$ cat config.mk
export PLATFORM = sky130hd
export DESIGN_NAME = mem_sequencer
export DESIGN_NICKNAME = d
export VERILOG_FILES = /design/src/rtl/mem_seq_pkg.sv /design/src/rtl/mem_sequencer.sv
export SDC_FILE = /design/constraint.sdc
export NUM_CORES = 1
export LEC_CHECK = 0
export CAP_MARGIN = 40
export CELL_PAD_IN_SITES_DETAIL_PLACEMENT = 1
export CELL_PAD_IN_SITES_GLOBAL_PLACEMENT = 1
export CORE_MARGIN = 2
export CORE_UTILIZATION = 23
export CTS_BUF_LIST = sky130_fd_sc_hd__clkbuf_4
export CTS_CLUSTER_SIZE = 40
export DETAILED_ROUTE_END_ITERATION = 6
export PLACE_DENSITY = 0.82
export SYNTH_ARGS = -nofsm -noshare
export SYNTH_HDL_FRONTEND = slang
export SYNTH_SLANG_ARGS = --single-unit
$ cat constraint.sdc
create_clock -name clk -period 2.7 [get_ports clk]
set_clock_uncertainty 0.05 [all_clocks]
set_input_delay 0.54 -clock clk [delete_from_list [all_inputs] [get_ports clk]]
set_output_delay 0.54 -clock clk [all_outputs]
set_load 0.005 [all_outputs]
$ cat src/rtl/mem_seq_pkg.sv
// Shared types and constants for the multicycle memory sequencer.
package mem_seq_pkg;

  typedef enum logic [2:0] {
    FETCH  = 3'd0,
    EXEC   = 3'd1,
    MEM    = 3'd2,
    COMMIT = 3'd3,
    HALT   = 3'd4
  } state_t;

  localparam logic [6:0]  OPC_LOAD  = 7'b0000011;
  localparam logic [6:0]  OPC_STORE = 7'b0100011;
  localparam logic [31:0] NOP_INSTR = 32'h0000_0013;

endpackage

$ cat src/rtl/mem_sequencer.sv
// Multicycle fetch / load-store / retire sequencer over one shared variable-latency memory.
// Optional MEM_TIMEOUT_EN adds a bounded ack wait with a sticky bus_err and a HALT state.
module mem_sequencer
  import mem_seq_pkg::*;
#(
  parameter int unsigned XLEN           = 32,
  parameter int unsigned TIMEOUT_CYCLES = 255
) (
  input  logic            clk,
  input  logic            reset,
  input  logic [XLEN-1:0] cpu_pc,
  input  logic [XLEN-1:0] cpu_alu_result,
  input  logic [XLEN-1:0] cpu_write_data,
  input  logic            cpu_mem_write,
  output logic [XLEN-1:0] cpu_instr,
  output logic [XLEN-1:0] cpu_read_data,
  output logic            cpu_en,
  output logic            mem_req,
  output logic            mem_we,
  output logic [XLEN-1:0] mem_addr,
  output logic [XLEN-1:0] mem_wdata,
  input  logic [XLEN-1:0] mem_rdata,
  input  logic            mem_ack,
  output logic            bus_err
);

  state_t          state, state_nx;
  logic            boot_q;
  logic [XLEN-1:0] instr_q;
  logic [XLEN-1:0] rdata_q;
  logic            ack_ok;
  logic            is_load;
  logic            is_mem_op;
  logic            timeout_hit;

  assign is_load   = (instr_q[6:0] == OPC_LOAD);
  assign is_mem_op = is_load || (instr_q[6:0] == OPC_STORE);
  assign ack_ok    = mem_req && mem_ack;

  // boot_q keeps mem_req low for the first cycle after reset so an abandoned
  // transfer is visibly terminated before the next fetch starts.
  always_ff @(posedge clk) begin
    if (!reset) begin
      state  <= FETCH;
      boot_q <= 1'b1;
    end else begin
      state  <= state_nx;
      boot_q <= 1'b0;
    end
  end

  always_comb begin
    state_nx = state;
    case (state)
      FETCH:   if (ack_ok) state_nx = EXEC;
      EXEC:    state_nx = is_mem_op ? MEM : FETCH;
      MEM:     if (ack_ok) state_nx = COMMIT;
      COMMIT:  state_nx = FETCH;
      HALT:    state_nx = HALT;
      default: state_nx = FETCH;
    endcase
    if (timeout_hit) state_nx = HALT;
  end

  always_comb begin
    mem_req   = !boot_q && ((state == FETCH) || (state == MEM));
    mem_we    = !boot_q && (state == MEM) && cpu_mem_write;
    mem_addr  = (state == MEM) ? cpu_alu_result : cpu_pc;
    mem_wdata = cpu_write_data;
    cpu_en    = ((state == EXEC) && !is_mem_op) || (state == COMMIT);
  end

  always_ff @(posedge clk) begin
    if (!reset) begin
      instr_q <= XLEN'(NOP_INSTR);
      rdata_q <= '0;
    end else begin
      if ((state == FETCH) && ack_ok) instr_q <= mem_rdata;
      if ((state == MEM) && ack_ok && is_load) rdata_q <= mem_rdata;
    end
  end

  assign cpu_instr     = instr_q;
  assign cpu_read_data = rdata_q;

`ifdef MEM_TIMEOUT_EN
  localparam int unsigned CNT_W = $clog2(TIMEOUT_CYCLES + 1);

  logic [CNT_W-1:0] wait_cnt;
  logic             bus_err_q;

  // Limit is hit on the edge that would complete the TIMEOUT_CYCLES-th unacked wait.
  assign timeout_hit = mem_req && !mem_ack && (wait_cnt == CNT_W'(TIMEOUT_CYCLES - 1));

  always_ff @(posedge clk) begin
    if (!reset) begin
      wait_cnt  <= '0;
      bus_err_q <= 1'b0;
    end else begin
      if (!mem_req || mem_ack) wait_cnt <= '0;
      else                     wait_cnt <= wait_cnt + CNT_W'(1);
      if (timeout_hit) bus_err_q <= 1'b1;
    end
  end

  assign bus_err = bus_err_q;
`else
  assign timeout_hit = 1'b0;
  assign bus_err     = 1'b0;
`endif

endmodule

==> impl_metrics.json <==
{
  "p_per_area_nw_per_um2": 405,
  "cpMaxStageDelayCell": "dfxtp_1",
  "slew_violations": 0,
  "critPathLaunchType": "register",
  "htree_levels": 3,
  "die_area_sq_um": 15300,
  "dieWidth_um": 124,
  "period_needed_ps": 2620,
  "grtUsageMet1_pct": 16.6,
  "intPower_mw": 1.65,
  "grt_max_degree": 70,
  "place_hpwl_um": 9170,
  "place_congestion": 0.756,
  "synth_edf_count": 0,
  "required_ps": 2110,
  "vias_per_cell": 4.59,
  "place_area_sq_um": 5200,
  "worst_slack_ps": 75.3,
  "cp_cell_sequence": "nor3_4, buf_4, buf_4, buf_4, mux2_2, dlygate4sd2_1",
  "async_flop_share_pct": 0,
  "setup_viol": 0,
  "fmax_ghz": 0.381,
  "worst-path-buf-inv": 4,
  "core_area_sq_um": 13900,
  "relSlewSlack_pct": 54.0,
  "yosysSeqAreaShare_pct": 41.4,
  "wl_per_cell_um": 17.5,
  "yosys-top-cells-area": "dfxtp_1 (41%), mux2_2 (11%), mux2i_1 (9.7%)",
  "grt-ovfl-total": 0,
  "p_switching_uw": 559,
  "status": "finished clean",
  "p_clk_share_pct": 34.8,
  "cts_tree": "built",
  "hold_viol": 0,
  "grt_usage_pct": 16.3,
  "ios": 264,
  "clkLatencyLatePin_ps": 450,
  "synthToLayoutAreaGrowth_pct": 65.9,
  "grt_use_met2_pct": 29.6,
  "finalPower_mw": 2.21,
  "synth_cell_type_count": 24,
  "start_util_pct": 23.6,
  "detail_route.wirelength_um": 12700,
  "worst_ep_arrival_time_ps": 2030,
  "cts_buffers": 9,
  "via_count": 3337,
  "hp-start": "cpu_read_data[19]",
  "p_comb_share_pct": 18.0,
  "cts_hold_buf": 0,
  "syn-instance-count": 375,
  "slowest_delay_ps": 420,
  "syn_area_per_cell_sq_um": 8.76,
  "ir_drop_mv": 0.324,
  "path_class": "reg -> out",
  "antenna_cells": 0,
  "rsz0062_at_grt": "true",
  "root_buffer": "clkbuf_4",
  "yosys.area.top_type_share_pct": 41.4,
  "synth_top_area_cell": "dfxtp_1",
  "pwr-share-seq_pct": 47.3,
  "placementRows": 43,
  "synth_top_flop_cell": "dfxtp_1",
  "crit_fanout": 7,
  "max_slew.worst_pin.slew_ps": 689,
  "dieHeight_um": 124,
  "min_period_over_period_pct": 97.2,
  "antenna_found_initial": 0,
  "syn_area_sq_um": 3290,
  "cap_violations": 0,
  "drive_gt1_share_pct": 14.4,
  "path_delay_family": "buffers and inverters",
  "swShare_pct": 25.3,
  "crit_path_frequent_cell": "buf_4",
  "grt_pass1_vias": 3615,
  "firstDrtPassIters": 4,
  "final.fill_count": 1610,
  "end_kind": "output port",
  "whs_ps": 419,
  "synth.ff_latch_count": 68,
  "seqCellArea_sq_um": 1370,
  "ant_nets": 0,
  "fin_area_sq_um": 5450,
  "dp_slack_ps": 191,
  "clk_transition_reported_paths_ps": 120,
  "ys.warnings.count": 0,
  "busiest_layer": "met2",
  "syn_nets": 507,
  "crit_path_start": "state[2]",
  "drtIter0Drc": 109,
  "grtUsageMet3_pct": 7.33,
  "io_buffers": 198,
  "drc": 0,
  "p_leak_nw": 1.98,
  "final_nets": 674,
  "cts_sinks": 68,
  "ctsLongestPathBuffers": 2,
  "multi_input_area_sq_um": 1550,
  "grt_pass1_wl_um": 18800,
  "hp-class": "reg -> reg",
  "r2r-start": "state[0]"
}
## cell usage in the layout (no fill, tap or decap)
cell type / n
nand2_1: 65
a41o_1: 1
dfxtp_4: 1
inv_4: 1
and3_1: 2
buf_8: 1
mux2_2: 32
dfxtp_2: 1
nor4_4: 1
nor4b_2: 1
clkinv_4: 1
buf_4: 18
a21oi_1: 29
or4_4: 1
nor3_2: 1
nor3_4: 1
bufinv_16: 2
conb_1: 1
o21ai_0: 32
nand3_1: 35
dlygate4sd2_1: 31
nand2b_1: 1
mux2i_1: 32
clkinvlp_4: 1
buf_2: 1
clkinv_2: 3
nor3_1: 1
inv_1: 2
clkbuf_4: 9
buf_12: 2
nor4_1: 2
or4b_1: 1
dfxtp_1: 66
buf_6: 1
nor3b_1: 1
clkdlybuf4s15_1: 2
clkdlybuf4s50_1: 164
## repair_timing
item,CTS,global route
buffers inserted,6,7
endpoints found under the setup margin,33,27
gates resized for setup,44,8
pin swaps,1,1
endpoints found under the hold margin,0,0
cloned,1,1
## worst min-delay path, stage by stage (launching register included)
cell and delay (ps):
dfxtp_1 320, nand2_1 50, mux2i_1 50
## power groups by stage
stage | registers (mW) | clock network [mW] | logic, mW
6_report | 1.04 | 0.767 | 0.396
5_1_grt | 1.05 | 0.845 | 0.432
4_1_cts | 1.04 | 0.801 | 0.399
3_5_place_dp | 1.07 | 0 | 0.412
3_3_place_gp | 1.07 | 0 | 0.401
2_1_floorplan | 1.07 | 0 | 0.157
## cell type report
type                       instances  share of cell area (%)
tap                              180                    4.13
inverter                           3                   0.253
clock buffer                       9                    1.24
sequential                        68                    25.1
timing repair buffer             220                    39.3
multi-input combinational        240                    28.4
clock inverter                     7                    1.68
## cells by family after synthesis
kind of cell / share of synthesized area [%]
and+or+nand+nor: 15.8
DFF: 41.4
buffers and inverters: 12.3
muxes: 20.7
AOI/OAI and AO/OA: 9.60
other: 0.114
## path summary, 6_finish.rpt
| path | end | slack [ps] | cells after the start |
|---|---|---|---|
| setup / recovery | mem_addr[17] | 80 | 6 |
| hold / removal | cpu_read_data[19] | 420 | 2 |
| setup reg to reg | cpu_read_data[16] | 630 | 5 |
| hold reg to reg | cpu_read_data[19] | 420 | 2 |
## per-stage QoR
step	utilization, %	std cells	setup TNS, ps
finish	39.1	727	0
global route	39.1	727	-174
floorplan	-	375	0
detailed placement	37.3	698	0
global placement	37.3	698	0
CTS	38.9	721	-54.7
## registers in the layout, indices dropped and copies added, names as in the netlist
register	count
cpu_instr	32
state	3
boot_q	1
cpu_read_data	32
## synth_stat cells, types with 3 or more instances
cell type and number:
dfxtp_1 68, nand2_1 65, nand3_1 35, buf_4 33
mux2_2 32, mux2i_1 32, o21ai_0 32, a21oi_1 29
clkbuf_1 23, buf_2 5, buf_6 3, nor3_1 3
## per-layer routing
metal / wire length, um / part of all wire [%] / up-vias
met2: 6830 / 54 / 121
met3: 1070 / 8.4 / 25
li1: - / - / 1589
met5: 0 / 0 / -
met1: 4610 / 36 / 1602
met4: 226 / 1.8 / 0
(Power assumes the default switching activity.)
